`src/rtl/result_fmt_pkg.sv`:
```
// Purpose: shared state enum, job record, ASCII constants and digit helpers for result_formatter.
// Latency: none (declarations and pure functions only).
// Backpressure: none.
package result_fmt_pkg;

    localparam int RES_W      = 32;
    localparam int BCD_W      = 40;
    localparam int DIGITS_DEC = 10;
    localparam int DIGITS_HEX = 8;

    localparam logic [7:0] ASCII_ZERO  = 8'h30;
    localparam logic [7:0] ASCII_A     = 8'h41;
    localparam logic [7:0] ASCII_MINUS = 8'h2D;
    localparam logic [7:0] ASCII_CR    = 8'h0D;
    localparam logic [7:0] ASCII_LF    = 8'h0A;

    typedef enum logic [2:0] {
        IDLE,
        CONV,
        SEND,
        CR,
        LF
    } fmt_state_e;

    // One captured formatting request.
    typedef struct packed {
        logic             hex;
        logic             neg;
        logic [RES_W-1:0] res;
    } fmt_job_t;

    // Index of the most significant non-zero digit; 0 when every digit is zero,
    // so a zero value still prints a single '0'.
    function automatic logic [3:0] lead_idx(input logic [BCD_W-1:0] d, input logic is_hex);
        logic [3:0] idx;
        int         ndig;
        idx  = 4'd0;
        ndig = is_hex ? DIGITS_HEX : DIGITS_DEC;
        for (int i = 0; i < DIGITS_DEC; i++) begin
            if ((i < ndig) && (d[i*4 +: 4] != 4'd0)) begin
                idx = 4'(i);
            end
        end
        return idx;
    endfunction

    // Digit to ASCII; 10-15 map to uppercase 'A'-'F'.
    function automatic logic [7:0] digit_ascii(input logic [3:0] n);
        logic [7:0] c;
        if (n < 4'd10) begin
            c = ASCII_ZERO + {4'd0, n};
        end else begin
            c = ASCII_A + {4'd0, n} - 8'd10;
        end
        return c;
    endfunction

endpackage

```
`src/rtl/result_formatter_if.sv`:
```
// Purpose: ALU-result input and UART TX byte stream of the result formatter, plus status.
// Latency: none (wiring only).
// Backpressure: tx_valid/tx_ready; alu_done has no backpressure and is dropped while busy.
interface result_formatter_if;
    import result_fmt_pkg::*;

    logic             alu_done;
    logic [RES_W-1:0] calc_res;
    logic [3:0]       dtype;
    logic             tx_ready;
    logic             tx_valid;
    logic [7:0]       tx_data;
    logic             fmt_busy;
    logic             fmt_done;

    // Environment side: ALU and UART TX.
    modport master (
        output alu_done, calc_res, dtype, tx_ready,
        input  tx_valid, tx_data, fmt_busy, fmt_done
    );

    // Formatter side.
    modport slave (
        input  alu_done, calc_res, dtype, tx_ready,
        output tx_valid, tx_data, fmt_busy, fmt_done
    );

endinterface

```
`src/rtl/result_formatter_bin2bcd_iter.sv`:
```
// Purpose: iterative double-dabble, 32-bit binary to 10 BCD digits, one bit per cycle.
// Latency: start sampled at edge 0, 32 shift edges, done pulses in the cycle after the last shift.
// Backpressure: none; a new start restarts the conversion, result holds until the next start.
module bin2bcd_iter
    import result_fmt_pkg::*;
(
    input  logic             clk,
    input  logic             n_rst,
    input  logic             start,
    input  logic [RES_W-1:0] bin,
    output logic [BCD_W-1:0] bcd,
    output logic             done
);

    logic [RES_W-1:0] sh_q;
    logic [BCD_W-1:0] bcd_q;
    logic [4:0]       cnt_q;
    logic             run_q;
    logic             done_q;
    logic [BCD_W-1:0] bcd_adj;

    // Add 3 to every digit of 5 or more so the following left shift carries correctly.
    always_comb begin
        bcd_adj = bcd_q;
        for (int i = 0; i < DIGITS_DEC; i++) begin
            if (bcd_q[i*4 +: 4] >= 4'd5) begin
                bcd_adj[i*4 +: 4] = bcd_q[i*4 +: 4] + 4'd3;
            end
        end
    end

    // Load on start, then shift one binary bit into the BCD register per cycle.
    always_ff @(posedge clk or negedge n_rst) begin
        if (!n_rst) begin
            sh_q   <= '0;
            bcd_q  <= '0;
            cnt_q  <= '0;
            run_q  <= 1'b0;
            done_q <= 1'b0;
        end else if (start) begin
            sh_q   <= bin;
            bcd_q  <= '0;
            cnt_q  <= '0;
            run_q  <= 1'b1;
            done_q <= 1'b0;
        end else if (run_q) begin
            sh_q   <= {sh_q[RES_W-2:0], 1'b0};
            bcd_q  <= {bcd_adj[BCD_W-2:0], sh_q[RES_W-1]};
            cnt_q  <= cnt_q + 5'd1;
            run_q  <= (cnt_q != 5'd31);
            done_q <= (cnt_q == 5'd31);
        end else begin
            done_q <= 1'b0;
        end
    end

    assign bcd  = bcd_q;
    assign done = done_q;

endmodule

```
`src/rtl/result_formatter.sv`:
```
// Purpose: formats each ALU result as an ASCII decimal/hex line ending in CR LF; RESULT_FMT_SIGNED_EN enables signed decimal.
// Latency: first byte 34 cycles after alu_done (decimal) or 3 cycles (hex); then one byte per accepted cycle.
// Backpressure: holds tx_valid/tx_data until tx_ready; alu_done while busy (or in the fmt_done cycle) is dropped.
module result_formatter
    import result_fmt_pkg::*;
(
    input  logic               clk,
    input  logic               n_rst,
    result_formatter_if.slave  bus
);

    fmt_state_e       state_q;
    fmt_state_e       state_d;
    fmt_job_t         job_q;
    logic [BCD_W-1:0] dig_q;
    logic [3:0]       idx_q;
    logic             minus_q;
    logic             hex_ld_q;
    logic             done_q;

    logic             accept;
    logic             neg_in;
    logic [RES_W-1:0] mag;
    logic             bcd_start;
    logic             bcd_done;
    logic [BCD_W-1:0] bcd_val;
    logic             sel_go;
    logic [BCD_W-1:0] sel_src;
    logic [BCD_W-1:0] dig_sh;
    logic [3:0]       cur_nib;

    logic             hex_load;
    logic             sel_take;
    logic             idx_dec;
    logic             minus_clr;
    logic             lf_xfer;
    logic             out_vld;
    logic [7:0]       out_dat;
    logic             unused_dtype;

    // A request is taken only in IDLE and never in the cycle fmt_done is pulsing.
    assign accept = (state_q == IDLE) && bus.alu_done && !done_q;

`ifdef RESULT_FMT_SIGNED_EN
    assign neg_in = !bus.dtype[0] && bus.calc_res[RES_W-1];
`else
    assign neg_in = 1'b0;
`endif

    assign mag          = neg_in ? (~bus.calc_res + 32'd1) : bus.calc_res;
    assign bcd_start    = accept && !bus.dtype[0];
    assign unused_dtype = ^bus.dtype[3:1];

    bin2bcd_iter u_bin2bcd (
        .clk   (clk),
        .n_rst (n_rst),
        .start (bcd_start),
        .bin   (mag),
        .bcd   (bcd_val),
        .done  (bcd_done)
    );

    // Digits are ready for leading-zero selection once the BCD finishes or the hex nibbles are loaded.
    assign sel_go  = job_q.hex ? hex_ld_q : bcd_done;
    assign sel_src = job_q.hex ? dig_q : bcd_val;
    assign dig_sh  = dig_q >> {idx_q, 2'b00};
    assign cur_nib = dig_sh[3:0];

    // State register.
    always_ff @(posedge clk or negedge n_rst) begin
        if (!n_rst) begin
            state_q <= IDLE;
        end else begin
            state_q <= state_d;
        end
    end

    // Next state, TX byte mux and datapath strobes.
    always_comb begin
        state_d   = state_q;
        out_vld   = 1'b0;
        out_dat   = 8'h00;
        hex_load  = 1'b0;
        sel_take  = 1'b0;
        idx_dec   = 1'b0;
        minus_clr = 1'b0;
        lf_xfer   = 1'b0;
        case (state_q)
            IDLE: begin
                if (accept) begin
                    state_d = CONV;
                end
            end
            CONV: begin
                if (job_q.hex && !hex_ld_q) begin
                    hex_load = 1'b1;
                end
                if (sel_go) begin
                    sel_take = 1'b1;
                    state_d  = SEND;
                end
            end
            SEND: begin
                out_vld = 1'b1;
                if (minus_q) begin
                    out_dat = ASCII_MINUS;
                    if (bus.tx_ready) begin
                        minus_clr = 1'b1;
                    end
                end else begin
                    out_dat = digit_ascii(cur_nib);
                    if (bus.tx_ready) begin
                        if (idx_q == 4'd0) begin
                            state_d = CR;
                        end else begin
                            idx_dec = 1'b1;
                        end
                    end
                end
            end
            CR: begin
                out_vld = 1'b1;
                out_dat = ASCII_CR;
                if (bus.tx_ready) begin
                    state_d = LF;
                end
            end
            LF: begin
                out_vld = 1'b1;
                out_dat = ASCII_LF;
                if (bus.tx_ready) begin
                    lf_xfer = 1'b1;
                    state_d = IDLE;
                end
            end
            default: begin
                state_d = IDLE;
            end
        endcase
    end

    // Capture, digit buffer, digit index and sign tracking.
    always_ff @(posedge clk or negedge n_rst) begin
        if (!n_rst) begin
            job_q    <= '0;
            dig_q    <= '0;
            idx_q    <= '0;
            minus_q  <= 1'b0;
            hex_ld_q <= 1'b0;
            done_q   <= 1'b0;
        end else begin
            done_q <= lf_xfer;
            if (accept) begin
                job_q.res <= bus.calc_res;
                job_q.hex <= bus.dtype[0];
                job_q.neg <= neg_in;
                hex_ld_q  <= 1'b0;
                minus_q   <= 1'b0;
            end
            if (hex_load) begin
                dig_q    <= {{(BCD_W-RES_W){1'b0}}, job_q.res};
                hex_ld_q <= 1'b1;
            end
            if (sel_take) begin
                dig_q   <= sel_src;
                idx_q   <= lead_idx(sel_src, job_q.hex);
                minus_q <= job_q.neg;
            end
            if (idx_dec) begin
                idx_q <= idx_q - 4'd1;
            end
            if (minus_clr) begin
                minus_q <= 1'b0;
            end
        end
    end

    assign bus.tx_valid = out_vld;
    assign bus.tx_data  = out_dat;
    assign bus.fmt_busy = (state_q != IDLE);
    assign bus.fmt_done = done_q;

endmodule

```
`src/flat_wrapper.sv`:
```
// flat-port wrapper written by rule: the top's interface ports become plain ports
module result_formatter_flat import result_fmt_pkg::*;
  (clk, n_rst, bus_alu_done, bus_calc_res, bus_dtype, bus_tx_ready, bus_tx_valid, bus_tx_data, bus_fmt_busy, bus_fmt_done);
  result_formatter_if bus_i ();
  input  logic clk;
  input  logic n_rst;
  input wire logic [$bits(bus_i.alu_done)-1:0] bus_alu_done;
  input wire logic [$bits(bus_i.calc_res)-1:0] bus_calc_res;
  input wire logic [$bits(bus_i.dtype)-1:0] bus_dtype;
  input wire logic [$bits(bus_i.tx_ready)-1:0] bus_tx_ready;
  output wire logic [$bits(bus_i.tx_valid)-1:0] bus_tx_valid;
  output wire logic [$bits(bus_i.tx_data)-1:0] bus_tx_data;
  output wire logic [$bits(bus_i.fmt_busy)-1:0] bus_fmt_busy;
  output wire logic [$bits(bus_i.fmt_done)-1:0] bus_fmt_done;
  assign bus_i.alu_done = bus_alu_done;
  assign bus_i.calc_res = bus_calc_res;
  assign bus_i.dtype = bus_dtype;
  assign bus_i.tx_ready = bus_tx_ready;
  assign bus_tx_valid = bus_i.tx_valid;
  assign bus_tx_data = bus_i.tx_data;
  assign bus_fmt_busy = bus_i.fmt_busy;
  assign bus_fmt_done = bus_i.fmt_done;
  result_formatter u_core (.clk(clk), .n_rst(n_rst), .bus(bus_i));
endmodule
```
`config.mk`:
```
export PLATFORM = sky130hd
export DESIGN_NAME = result_formatter_flat
export DESIGN_NICKNAME = d
export VERILOG_FILES = /design/src/rtl/result_fmt_pkg.sv /design/src/rtl/result_formatter_if.sv /design/src/rtl/result_formatter_bin2bcd_iter.sv /design/src/rtl/result_formatter.sv /design/src/flat_wrapper.sv
export SDC_FILE = /design/constraint.sdc
export NUM_CORES = 1
export LEC_CHECK = 0
export CORE_MARGIN = 4
export CORE_UTILIZATION = 30
export DETAILED_ROUTE_END_ITERATION = 7
export GPL_TIMING_DRIVEN = 0
export MAX_ROUTING_LAYER = met4
export SYNTH_ARGS = -nofsm -noshare
export SYNTH_HDL_FRONTEND = slang
export SYNTH_SLANG_ARGS = --single-unit
```
`constraint.sdc`:
```
create_clock -name clk -period 2.5 [get_ports clk]
set_clock_uncertainty 0.2 [all_clocks]
set_input_delay 0.5 -clock clk [delete_from_list [all_inputs] [get_ports clk]]
set_output_delay 0.5 -clock clk [all_outputs]
set_load 0.01 [all_outputs]
```
* Word-level counts from Yosys, hierarchy flattened *
Index checks and enable logic that the tools add are counted.

word-level totals
  word-level logic and storage cells = 164
  output and inout port bits = 11
  bits in registers = 162
  input port bits = 40

operators by class
  magnitude comparators = 20
  reductions and logical operators = 36
  add/sub/neg operators = 15
  multiplexer cells = 64
  eq/ne operators = 14
  shift-type cells = 1

operators by type and width
  operator             number
  $mux 40              5
  $lt 4x32->1 const A  4
  $lt 3x32->1 const A  2
  $lt 5x32->1 const A  2
  $mux 32              2
  $mux 4               13
  $ge 4x3->1 const B   10
  $shr 40x6->4         1
  $add 4x2->4 const B  9
  $mux 3               12
  $reduce_bool 4->1    9
  $lt 2x32->1 const A  1
  $pmux 8 s3           1
  $mux 1               23
  $mux 8               2
  $pmux 3 s5           1
  $logic_and 1x1->1    13
  $mux 5               2
  $ne 2x2->1 const B   5
  $add 7x4->8 const A  1
  $reduce_bool 2->1    4
  $sub 8x4->8 const B  1
  $add 6x4->7 const A  1
  $reduce_and 7->1     1
  other kinds (17)     25

* Logic depth before layout (Yosys ltp) *
  depth in word-level cells = 14
  depth in mapped cells = 10
  depth with buffers taken out = 8

* Hierarchy *
Synthesis repeated with hierarchy kept, for this count alone.

second synthesis, totals
  cells, all modules = 857
  area total of the unflattened synthesis = 8574.5 sq um

modules (own cells, without submodules)
  module            times used  area each (sq um)  cells an instance  seq. area each (sq um)
  bin2bcd_iter      1           4395.5             450                1976.9
  result_formatter  1           4179.0             407                2052.0

* Worst setup path after synthesis *
No wires, ideal clock.

  path type = register to output
  start = reg u_core.idx_q[0]
  end = out bus_tx_data[1]
  slack = -0.396 ns
  cell stages (with the launch flop) = 10
  path buffers = 2
  required time = 1.800 ns
  arrival time = 2.196 ns
  path through = dfrtp_1 > buf_4 > buf_8 > mux2i_1 > mux4_2 > o22ai_2 > inv_1 > ha_1 > a21o_1 > o21ai_0

between the ends
  word-level cells in the longest chain between the ends = 6
  elaborated cells on any way between the ends = 8
  classes of those cells = add/sub (3); order compare (1); shift (1); mux (3)

ends and longest elaborated chain
  item                    RTL line                 RTL
  start, declared         result_formatter.sv:16   logic [3:0] idx_q;
  start signal, assigned  result_formatter.sv:166  idx_q <= lead_idx(sel_src, job_q.hex);
  start signal, assigned  result_formatter.sv:170  idx_q <= idx_q - 4'd1;
  $shr 40x6->4 (*)        result_formatter.sv:66   assign dig_sh = dig_q >> {idx_q, 2'b00};
  $add 7x4->8             result_fmt_pkg.sv:53     c = ASCII_A + {4'd0, n} - 8'd10;
  $sub 8x4->8             result_fmt_pkg.sv:53
  $mux 8 (*)              result_fmt_pkg.sv:50     if (n < 4'd10) begin
  $mux 8 (*)              result_formatter.sv:105  if (minus_q) begin
  $pmux 8 s3 (*)          result_formatter.sv:88   case (state_q)
  end, declared           flat_wrapper.sv:12       output wire logic [$bits(bus_i.tx_data)-1:0] bus_tx_data;

Mark *: on every way between the ends. The rest lies on a longest branch, timed or not.

* Worst setup path after layout *
  start = reg u_core.idx_q[0]
  end = out bus_tx_data[6]

Same word-level chain as after synthesis.

==> results.toml <==
[cells_and_area]
fin_cells = 1309
fillerInstances = 2724
area_growth_pct = 20.7
seq_area_sq_um = 4030
multi_input_area_sq_um = 4040
diodes = 0
drive_above_1_share_pct = 14.9
fin_area_sq_um = 10100
nNetsFinal = 989
utilization_pct = 37.2

[pwr]
leakage_uw = 0.00469
p_per_area_nw_per_um2 = 1380
peakVddDrop_mv = 0.671

[die]
ioPinCount = 51
placementRows = 60
initial_core_util_pct = 30.8
die-area_sq_um = 30700
die_x_microns = 175
core_area_sq_um = 27300
die_y_microns = 175

[critical_path]
cp_common_cell = "buf_12"
worst-path-buf-inv = 4
cp.arrival_ns = 2.69
path_cells = "buf_6, buf_12, buf_12, mux4_2, mux2i_2, o22a_2, ha_4, nor2b_1, o21a_1, and2b_1, buf_2"
start_kind = "flip-flop"
crit_type = "reg2out"
path_max_fanout = 6
worstSetupEndpointType = "primary output"
critPathMaxStageDelay_ns = 0.46
crit_required_ns = 1.80
critPathSlowestCell = "mux4_2"
critical_path.top_delay_family = "multiplexers"

[global_routing]
met2_usage_pct = 22.7
grt_use_total_pct = 15.3
use_met1_pct = 21.6
grt_first_pass_wirelength_microns = 36000
busiest_layer = "met2"
grt_antenna_before_repair = 0
grt_pass1_vias = 6388
met3_usage_pct = 2.95
grt_overflow = 0
grt_max_degree = 92

[yosys]
syn_area_sq_um = 8390
ys_types = 53
synth_cells = 849
synth_top_area_share_pct = 48.0
synthArstFlopShare_pct = 100
avgSynthCellArea_sq_um = 9.88
synthTopCellsByArea = "dfrtp_1 (48%), mux2i_1 (7.3%), nand2_1 (5.7%)"
ys_ff_latch = 161
post-synth-top-area-cell = "dfrtp_1"
ys.flop_type = "dfrtp_1"
syn_nets = 913
synth-edff-count = 0
yosysWarnings = 0
yosysSeqAreaShare_pct = 48.0

[place]
gp_congestion = 0.842
place_hpwl_microns = 15700
place_ws_ns = -1.05
io_buffer_count = 46
dpl_cell_area_sq_um = 9380
dp_cells = 1268

[route]
firstDrtPassIters = 6
wl_per_cell_microns = 17.1
routed_wl_microns = 22400
drcViolationCount = 0
route.antenna.remaining_nets = 0
avgViaCountPerCell = 4.91
first_iter_violations = 621
vias = 6432

[timing]
finalHoldViolCount = 0
max_slew_margin_pct = 38.9
tns_ns = -5.75
setup_viol = 7
timing_worst_slew_pin_value_ns = 0.917
rsz0062_at_grt = "yes"
timing.final.crit_share_pct = 136
layout_setup_ws_ns = -0.894
period_needed_ns = 3.39
clock.fmax_mhz = 295
slew_viol_final = 0

[clocking]
cts.sinks = 161
clock_latency_ns = 0.44
root_buffer = "clkbuf_16"
cts-root-to-sink-buffers = 2
path_clk_slew_ns = 0.07
numCtsBuffers = 17
cts_tree = "yes"
cts_htree_levels = 4

[min_path]
worstHoldPathType = "reg2reg"

[status]
status = "complete, but fails checks"
violations = "negative setup slack"

[flow_run]
maxCapViolations = 0
## synthesized netlist by cell type (2+ instances only)
master    number
or3b_1         2
a21oi_1       56
inv_1         28
nor3b_1       10
clkbuf_1      21
a211oi_1      11
o22ai_1       10
ha_1          24
nand3_1       12
buf_4          9
o21ai_0       51
nor3_1         9
buf_6         10
nand2_1      127
a22oi_1       30
mux2i_1       61
dfrtp_1      161
and3_1         2
a311o_1        2
o21ai_1       25
xor2_1         2
nand2b_1      14
nor4_1         7
a22o_1         5
o22ai_2        2
buf_2          6
xnor2_1       14
mux2_2        35
nor2_1        73
nor2b_1        4
mux4_2         4
## kinds of logic after synthesis
family	synth area share, %
adders and majority gates	3.58
DFF	48.0
buffers and inverters	4.98
muxes	13.0
and+or+nand+nor	14.5
xor gates and xnor gates	1.67
other	0.0447
AOI/OAI and AO/OA	14.1
## placed cells by master (no fill, tap or decap), drive strengths merged, types with 5 or more instances in the layout
master | Yosys | final
mux2 | 35 | 35
o22ai | 12 | 12
nor2 | 74 | 74
o21ai | 76 | 76
nand2b | 14 | 14
a22o | 5 | 5
nor4 | 7 | 7
a22oi | 30 | 30
clkbuf | 22 | 44
a21oi | 56 | 56
inv | 28 | 29
a211oi | 11 | 11
buf | 27 | 43
nor3b | 11 | 11
nor3 | 10 | 10
nand2 | 127 | 127
xnor2 | 14 | 14
dfrtp | 161 | 161
ha | 24 | 24
nand3 | 12 | 12
mux2i | 61 | 61
clkdlybuf4s50 | 0 | 36
## per-layer routing
metal	wire [microns]	vias to the layer above	part of all wire [%]
met1	10900	3128	49
met3	1200	24	5.4
met2	10000	165	45
met5	0	-	0
met4	311	0	1.4
li1	-	3115	-
## final cells by class
type                    instances  share of cell area [%]
inverters                      28                    1.04
flip-flops and latches        161                    39.8
clock inverters                10                    1.32
multi-input cells             611                    39.8
clock buffers                  21                    4.45
plain buffers                  48                    3.40
repair buffers                 58                    5.57
well taps                     372                    4.60
## registers in the layout, indices dropped and copies added (netlist names)
| name | flops |
|---|---|
| u_core.dig_q | 40 |
| u_core.u_bin2bcd.bcd | 40 |
| u_core.job_q | 33 |
| u_core.u_bin2bcd.sh_q | 32 |
| u_core.u_bin2bcd.cnt_q | 5 |
| u_core.idx_q | 4 |
| u_core.state_q | 3 |
| u_core.bus.fmt_done | 1 |
| u_core.hex_ld_q | 1 |
| u_core.u_bin2bcd.done | 1 |
| u_core.u_bin2bcd.run_q | 1 |
## per-stage QoR
step                      hold slack (ns)  power [uW]
after CTS                           0.287       14000
after detailed placement            0.272       11000
after floorplan                   0.00441        9190
after global routing                0.317       15100
after global placement              0.262       10900
final                               0.284       14000
## worst reg2reg max path: stages, from the launching register on
cell	delay, ns
dfrtp_1	0.45
or3b_1	0.41
clkbuf_1	0.24
nor3b_4	0.35
clkbuf_4	0.30
buf_2	0.25
a22oi_1	0.11
nand2_1	0.08
## final timing paths
kind | startpoint | to | slack (ns) | cells after the start
max | u_core.idx_q[0] | bus_tx_data[6] | -0.89 | 11
min reg2reg | u_core.dig_q[32] | u_core.dig_q[32] | 0.28 | 2
min | u_core.dig_q[32] | u_core.dig_q[32] | 0.28 | 2
min in group asynchronous | n_rst | u_core.u_bin2bcd.cnt_q[1] | 0.42 | 2
max reg2reg | u_core.state_q[1] | u_core.dig_q[22] | 0.06 | 7
max in group asynchronous | n_rst | u_core.u_bin2bcd.sh_q[12] | 0.84 | 3
## power breakdown
| group | internal, uW | switching (uW) | leakage, uW | total (uW) |
|---|---|---|---|---|
| logic | 2970 | 3540 | 0.00241 | 6510 |
| registers | 3800 | 1070 | 0.00200 | 4870 |
| clock network | 1590 | 1050 | 0.000283 | 2630 |
| total | 8350 | 5660 | 0.00469 | 14000 |
## timing repair
action	4_1_cts	5_1_grt
buffers inserted	10	0
pin swaps	7	2
cloned	0	0
setup endpoints to repair	26	31
endpoints found under the hold margin	70	0
hold buffers	1	0
gates resized for setup	44	15
Power figures use the tool's default switching activity.
==> variant, RTL diff (config.mk and constraints unchanged) <==
The 5 states of `fmt_state_e` get a Gray code encoding in 3 bits.
--- a/src/rtl/result_fmt_pkg.sv
+++ b/src/rtl/result_fmt_pkg.sv
@@ -15,11 +15,11 @@
     localparam logic [7:0] ASCII_LF    = 8'h0A;
 
     typedef enum logic [2:0] {
-        IDLE,
-        CONV,
-        SEND,
-        CR,
-        LF
+        IDLE = 3'b000,
+        CONV = 3'b001,
+        SEND = 3'b011,
+        CR   = 3'b010,
+        LF   = 3'b110
     } fmt_state_e;
 
     // One captured formatting request.
Formal check against the unedited RTL: no difference found for any inputs over 4 cycles, from zero or initial values and one cycle with n_rst low; so few cycles prove little.
==> variant against the unedited design <==
Sequential cell count is the same. Fmax is essentially flat. Cell area grew 1.5%. Final cell count grew 0.99%. The run still ends with setup timing left. Die area shrank 0.30%. Via count grew 4.5%. Count of clock-buffer cells in the layout shrank 2. Sequential power grew 1%. Register-to-register slack gained 60 ps. Largest power group unchanged. Sequential share of layout area shrank 0.56 points. Total power shrank 1.8%. Critical endpoint is now bus_tx_data[2]. Worst setup slack gained 2.1 ps. Area after synthesis shrank 0.31%. Routed wire length grew 2.9%.
==> variant: results <==
metrics = {
    "yosys": {
        "yosysUniqueCellTypes": 60,
        "synthesis.yosys.warnings": 0,
        "synth_nets": 918,
        "synthArstFlopShare_pct": 100.0,
        "synth-seq-area-share_pct": 48.16,
        "synth.area.top_cells": "dfrtp_1 48%, mux2i_1 7.3%, o21ai_0 5.6%",
        "synthFlopType": "dfrtp_1",
        "synth_common_cells": "161 x dfrtp_1, 105 x nand2_1, 94 x o21ai_0",
    },
    "worst_setup_path": {
        "r2r_end": "u_core.u_bin2bcd.sh_q[11]",
        "reg2reg_setup_slack_ps": 120,
        "worstRegToRegCells": 7,
        "worst_r2r_startpoint": "u_core.state_q[0]",
        "crit_fanout": 8,
    },
    "routing": {
        "post-route-drc-count": 0,
        "drt_iter0_markers": 478,
        "detail_route.wirelength_microns": 23070,
        "dr.pass1.iters": 5,
        "route.vias.total": 6720,
    },
    "clock_network": {
        "number_of_buffers_between_clock_root_and_the_deepest_sink": 2,
        "clkSlewWorstSetupHoldPaths_ps": 60,
        "cts_buffers": 17,
        "cts_htree_levels": 4,
        "clockRootBuffer": "clkbuf_16",
        "clk_latency_ps": 440,
    },
    "timing": {
        "tightest_slew_ps": 822.7,
        "finalSetupViolations": 7,
        "setup-tns-final_ps": -5430,
        "worst_slack_ps": -892.3,
        "finalHoldWorstSlack_ps": 267.9,
    },
    "grt": {
        "globalRouteMet1Util_pct": 21.58,
        "first_global_vias": 6548,
        "groute.layer.met3.usage_pct": 3.354,
        "antenna_violations_before_repair": 0,
        "met2_usage_pct": 23.52,
        "global_route.usage.total_pct": 15.60,
        "pin_count_of_the_biggest_net_entering_global_routing": 84,
        "grt_pass1_wl_microns": 36510,
    },
    "place": {
        "placement.io_buffers": 46,
        "dpl.hpwl_microns": 16330,
        "gp_congestion": 0.9029,
        "place_worst_setup_slack_ps": -1146,
    },
    "power": {
        "cellLeakagePower_nw": 4.617,
        "ir_worst_vdd_mv": 0.5613,
        "p_switching_mw": 5.642,
    },
    "min_path": {
        "whs_endpoint": "u_core.dig_q[23]",
        "hold_class": "reg -> reg",
        "holdCritStartpoint": "u_core.job_q[23]",
        "min_delay_path_depth": 2,
    },
    "final_layout": {
        "final.fill_count": 2735,
        "finish.net_count": 1001,
        "layout-drive-gt1-share_pct": 17.58,
        "antenna_cells_inserted": 0,
    },
    "outcome": {
        "violations": "setup timing",
        "status": "complete, but fails checks",
    },
}
==> variant: power groups by stage <==
stage / registers [mW] / logic [mW] / clock network (mW)
after global routing: 5.05 / 6.96 / 2.74
after CTS: 4.89 / 6.12 / 2.62
after detailed placement: 4.83 / 5.78 / 0
final: 4.92 / 6.28 / 2.56
after floorplan: 4.45 / 4.34 / 0
after global placement: 4.82 / 5.64 / 0
==> variant: layout make-up <==
type                       instances  area, sq um  share of cell area (%)
buffer                            47        292.8                   2.849
clock buffer                      19        452.9                   4.407
clock inverter                    13        127.6                   1.242
inverter                          27        101.3                  0.9861
multi-input combinational        616         4183                   40.70
sequential                       161         4031                   39.23
tap                              372        465.4                   4.529
timing repair buffer              67        623.1                   6.063
==> variant: timing repair <==
| item | in CTS | in global routing |
|---|---|---|
| setup buffers | 17 | 4 |
| setup endpoints to repair | 91 | 84 |
| pin swaps | 12 | 14 |
| hold buffers | 1 | 0 |
| gates resized for setup | 70 | 24 |
| hold endpoints to repair | 78 | 0 |
==> variant: metal layers <==
metal,vias up,share of wire (%),routed length (microns)
met4,0,1.5,349
met2,181,46,10610
met3,26,5.5,1259
met1,3340,47,10850
li1,3173,-,-
met5,-,0,0
==> variant: metrics by stage <==
step / std cells / instance area, sq um
finish: 1322 / 10280
global route: 1322 / 10280
CTS: 1319 / 10190
detailed placement: 1273 / 9355
global placement: 1272 / 9323
floorplan: 854 / 8397
==> variant: worst max-delay path by stage <==
stage / startpoint / to / slack (ps) / depth (start not counted)
2_1_floorplan: u_core.idx_q[0] / bus_tx_data[2] / -240 / 10
3_3_place_gp: n_rst / u_core.bus.fmt_done / -6110 / 1
3_5_place_dp: u_core.idx_q[0] / bus_tx_data[2] / -1150 / 11
4_1_cts: u_core.idx_q[0] / bus_tx_data[2] / -900 / 11
5_1_grt: u_core.idx_q[0] / bus_tx_data[2] / -1000 / 11
6_report: u_core.idx_q[0] / bus_tx_data[2] / -890 / 11
==> variant: cells by family after synthesis <==
| kind of cell | Yosys count | synth area share [%] |
|---|---|---|
| multiplexers | 97 | 12.32 |
| adder cells (fa/ha/maj) | 24 | 3.590 |
| AND/OR/NAND/NOR | 258 | 14.12 |
| buffers and inverters | 77 | 4.427 |
| other | 1 | 0.04483 |
| AO/OA/AOI/OAI | 222 | 15.87 |
| flip-flops | 161 | 48.16 |
| XOR/XNOR | 14 | 1.466 |
==> variant: critical path, stage by stage, from the launching register on <==
cell	delay, ps
dfrtp_1	340
buf_6	130
buf_12	120
buf_12	140
mux2i_4	280
nor2_2	70
o31ai_4	320
ha_4	190
nand2_2	50
or3_4	320
a31oi_2	150
buf_2	140
